===== config.mk =====
export PLATFORM = sky130hd
export DESIGN_NAME = rcpu_core
export DESIGN_NICKNAME = d
export VERILOG_FILES = /design/src/rtl/rcpu_core.sv
export SDC_FILE = /design/constraint.sdc
export NUM_CORES = 1
export LEC_CHECK = 0
export CAP_MARGIN = 30
export CORE_MARGIN = 1
export CORE_UTILIZATION = 32
export DETAILED_ROUTE_END_ITERATION = 6
export PLACE_DENSITY_LB_ADDON = 0.08
export SETUP_SLACK_MARGIN = 0.4
export SLEW_MARGIN = 25
export SYNTH_ARGS = -nofsm -noshare
export SYNTH_HDL_FRONTEND = slang
export SYNTH_SLANG_ARGS = --single-unit

===== constraint.sdc =====
create_clock -name clk -period 6.07 [get_ports clk]
set_clock_uncertainty 0.2 [all_clocks]
set_input_delay 1.214 -clock clk [delete_from_list [all_inputs] [get_ports clk]]
set_output_delay 1.214 -clock clk [all_outputs]
set_load 0.005 [all_outputs]

===== src/rtl/rcpu_core.sv =====
// rcpu_core: 16-bit multi-cycle CPU (fetch/exec/mem/wb) over a 1-cycle-latency read-only RAM bus
module rcpu_core #(
  parameter logic [15:0] RESET_PC = 16'h0000
) (
  input  logic        clk,
  input  logic        rst,
  output logic [15:0] memAddr,
  input  logic [15:0] memRead
);
  typedef enum logic [2:0] {FETCH, EXEC, MEM, WB, HALT} state_t;
  state_t state, state_nxt;
  logic [15:0] pc, ld_addr, a, b, res, pc_inc, pc_nxt;
  logic [15:0] gpr [4];
  logic [16:0] sum, diff;
  logic [3:0] op;
  logic [1:0] rd, rs, ld_rd;
  logic [7:0] imm;
  logic z, c, res_c, wr, flag_wr, take;
  assign op = memRead[15:12];
  assign rd = memRead[11:10];
  assign rs = memRead[9:8];
  assign imm = memRead[7:0];
  assign a = gpr[rd];
  assign b = gpr[rs];
  assign sum = {1'b0, a} + {1'b0, b};
  assign diff = {1'b0, a} - {1'b0, b};
  assign pc_inc = pc + 16'd1;
  assign take = op == 4'hC || (op == 4'hD && z) || (op == 4'hE && c);
  assign pc_nxt = take ? pc_inc + {{8{imm[7]}}, imm} : op == 4'hF ? pc : pc_inc;
  assign wr = op >= 4'h1 && op <= 4'hA;
  assign flag_wr = op >= 4'h4 && op <= 4'hA;
  assign memAddr = state == MEM ? ld_addr : pc;
  always_comb begin
    res = a;
    res_c = 1'b0;
    case (op)
      4'h1: res = {8'h00, imm};
      4'h2: res = {imm, a[7:0]};
      4'h3: res = b;
      4'h4: {res_c, res} = sum;
      4'h5: {res_c, res} = diff;
      4'h6: res = a & b;
      4'h7: res = a | b;
      4'h8: res = a ^ b;
      4'h9: res = a << imm[3:0];
      4'hA: res = a >> imm[3:0];
      default: res = a;
    endcase
  end
  always_comb begin
    state_nxt = state == FETCH ? EXEC :
                state == EXEC  ? (op == 4'hB ? MEM : op == 4'hF ? HALT : FETCH) :
                state == MEM   ? WB :
                state == WB    ? FETCH : HALT;
  end
  always_ff @(posedge clk) begin
    if (rst) begin
      state <= FETCH;
      pc <= RESET_PC;
      ld_addr <= 16'h0000;
      ld_rd <= 2'd0;
      z <= 1'b0;
      c <= 1'b0;
      gpr <= '{default: 16'h0000};
    end else begin
      state <= state_nxt;
      if (state == EXEC) begin
        pc <= pc_nxt;
        ld_addr <= b + {8'h00, imm};
        ld_rd <= rd;
        if (wr) gpr[rd] <= res;
        if (flag_wr) begin
          z <= res == 16'h0000;
          c <= res_c;
        end
      end
      if (state == WB) gpr[ld_rd] <= memRead;
    end
  end
endmodule


==> results.json <==
{
  "holdWs_ns": 0.2560,
  "wl_met1_mm": 22.97,
  "arrival_ns": 5.61,
  "total_power_w": 0.002145,
  "p_leak_nw": 4.931,
  "setup-tns-final_ns": 0,
  "grtUsageTotal_pct": 26.27,
  "drive_gt1_share_pct": 14.73,
  "grt_pass1_wl_mm": 76.18,
  "multi_input_comb_area_um2": 9389,
  "dr.max_layer_used": "met4",
  "cts_resized": 0,
  "drt_iter0_drc": 1058,
  "hold_viol_final": 0,
  "worstSkewPairLatency_ns": 0.40,
  "synthTopCellsByCount": "nor2_1, a21oi_1, nand2_1",
  "drtAntennaViolNets": 0,
  "syn_inst": 1522,
  "relSlewSlack_pct": 38.78,
  "rsz0062_at_grt": "yes",
  "wl_met3_mm": 2.698,
  "hold_path_class": "register to register",
  "cp-start-kind": "primary input",
  "ys_seq_area_share_pct": 16.99,
  "die_w_um": 196.8,
  "hold_buffers": 0,
  "required_ns": 6.22,
  "crit_chain": "clkdlybuf4s50_1, buf_12, mux4_2, ha_1, inv_1, fa_1, nor2b_1, o31a_1, o31ai_1, a21oi_1, nor3_1, xnor2_1, a221oi_1, inv_1, nor4_1, buf_4, a31o_1",
  "critical_path.endpoint_type": "register",
  "ctsLongestPathBuffers": 2,
  "ys_types": 84,
  "wl_met2_mm": 23.45,
  "n_fill_cell": 3937,
  "core_um2": 36960,
  "seq_area_um2": 2062,
  "peakVddDrop_mv": 0.1441,
  "drcViolationCount": 0,
  "numPortBuffers": 33,
  "synth_warnings": 0,
  "dr.pass1.iters": 5,
  "root_buffer": "clkbuf_16",
  "globalplace.congestion": 0.9673,
  "vias": 12130,
  "postCtsSetupRepairBufs": 0,
  "dp_hpwl_mm": 38.70,
  "finalCritPeriodShare_pct": 90.04,
  "antenna_found_initial": 0,
  "syn_area_um2": 12140,
  "async_flop_share_pct": 0,
  "row_count": 70,
  "cts_buffers": 9,
  "ioPinCount": 34,
  "slowest_stage": "mux4_2",
  "synth_nets": 1618,
  "drt_wl_total_mm": 50.16,
  "htreeDepth": 3,
  "yosys_register_bits": 103,
  "crit_type": "primary input to register",
  "path_max_fanout": 10,
  "synthFlopType": "dfxtp_1",
  "nNetsFinal": 1619,
  "cts_tree": "built",
  "finalMaxSlewViolations": 0,
  "diodes": 0,
  "status": "finished clean",
  "via_per_inst": 5.971,
  "grt_pass1_vias": 11610,
  "ys_top_cells_by_area": "dfxtp_1, mux4_2, ha_1, nor2_1, mux2i_1",
  "syn_to_final_growth_pct": 11.58,
  "crit_top_cell": "inv_1",
  "globalRouteOverflowTotal": 0,
  "cts_sinks": 103,
  "setup_viol": 0,
  "fp.dieArea_um2": 38710,
  "clk_pin_slew_ns": 0.09,
  "synth_most_common_cell": "nor2_1",
  "die_h_um": 196.8,
  "synth_area_leader_cell": "dfxtp_1",
  "power.density_nw_per_um2": 158.4,
  "synth_top_area_share_pct": 16.99,
  "worstMarginPinSlew_ns": 0.9183,
  "fmax_mhz": 183.0,
  "avgSynthCellArea_um2": 7.974,
  "grt_max_degree": 58,
  "crit_path_max_incr_delay_ns": 0.57,
  "wl_per_cell_um": 24.69,
  "start_util_pct": 32.84,
  "period_minus_slack_ns": 5.465,
  "drv_cap": 0,
  "synth_edf_count": 0
}
[layer usage]
| metal | GRT usage, % | vias up |
|---|---|---|
| met1 | 36.86 | 5997 |
| met5 | 0 | - |
| met4 | 6.661 | 0 |
| met3 | 3.149 | 55 |
| li1 | - | 5666 |
| met2 | 42.59 | 416 |
[registers in the layout, indices dropped and copies added (netlist names)]
name / flops
gpr: 64
ld_addr: 16
pc: 16
state: 3
ld_rd: 2
c: 1
z: 1
[critical path: cells and delay by family]
kind            cells  cell delay (ns)
simple gates        3             0.64
mux                 1             0.57
xor+xnor            1             0.11
compound gates      5             1.54
fa+ha+maj           2             0.47
buf+inv             5             1.05
[layout make-up]
| cell class | count | area share, % |
|---|---|---|
| Clock buffer | 11 | 1.866 |
| Multi-Input combinational cell | 1234 | 69.33 |
| Timing Repair Buffer | 106 | 6.625 |
| Inverter | 69 | 1.913 |
| Clock inverter | 5 | 0.3788 |
| Tap cell | 504 | 4.657 |
| Sequential cell | 103 | 15.23 |
[kinds of logic (layout without fill, tap and decap cells)]
| kind of cell | after synthesis | after routing | synth area share, % |
|---|---|---|---|
| flip-flops | 103 | 103 | 16.99 |
| adder cells (fa/ha/maj) | 78 | 78 | 8.289 |
| multiplexers | 167 | 167 | 21.86 |
| buffers and inverters | 185 | 191 | 6.247 |
| XOR/XNOR | 49 | 49 | 3.536 |
| AO/OA/AOI/OAI | 445 | 445 | 24.12 |
| AND/OR/NAND/NOR | 495 | 495 | 18.96 |
[through the flow]
| stage | area, um2 | instances | utilization, % | worst slack (ns) |
|---|---|---|---|---|
| 5_1_grt | 13540 | 2032 | 36.64 | 0.3947 |
| 2_1_floorplan | 12140 | 1522 | - | 0.4272 |
| 3_5_place_dp | 13210 | 2016 | 35.74 | 0.1089 |
| 3_3_place_gp | 13200 | 2015 | 35.71 | 0.1238 |
| 4_1_cts | 13510 | 2032 | 36.56 | 0.4954 |
| 6_report | 13540 | 2032 | 36.64 | 0.6048 |
[final timing paths]
check                          start                 endpoint  slack, ns  cells past startpoint
max                       memRead[8]           z$_SDFFE_PP0P_       0.60                     17
min          ld_addr[5]$_SDFFE_PP0P_  ld_addr[5]$_SDFFE_PP0P_       0.26                      2
max reg2reg       gpr[52]$_SDFF_PP0_       gpr[15]$_SDFF_PP0_       1.46                     16
min reg2reg  ld_addr[5]$_SDFFE_PP0P_  ld_addr[5]$_SDFFE_PP0P_       0.26                      2
[placed cells by master, fill, tap and decap left out, types with 66 or more instances in the layout]
cell type and instances:
a21oi_1 112, buf_4 71, dfxtp_1 103, ha_1 72, inv_1 66, mux4_2 67
nand2_1 112, nor2_1 189, o21ai_0 89
[power by group]
part	leakage [nW]	internal [W]	switching (W)	total [W]
registers	0.838	0.000706	0.0000419	0.000748
clock network	0.149	0.000309	0.000317	0.000626
logic	3.94	0.000309	0.000462	0.000771
total	4.93	0.00132	0.000821	0.00214
Power figures use the tool's default switching activity.
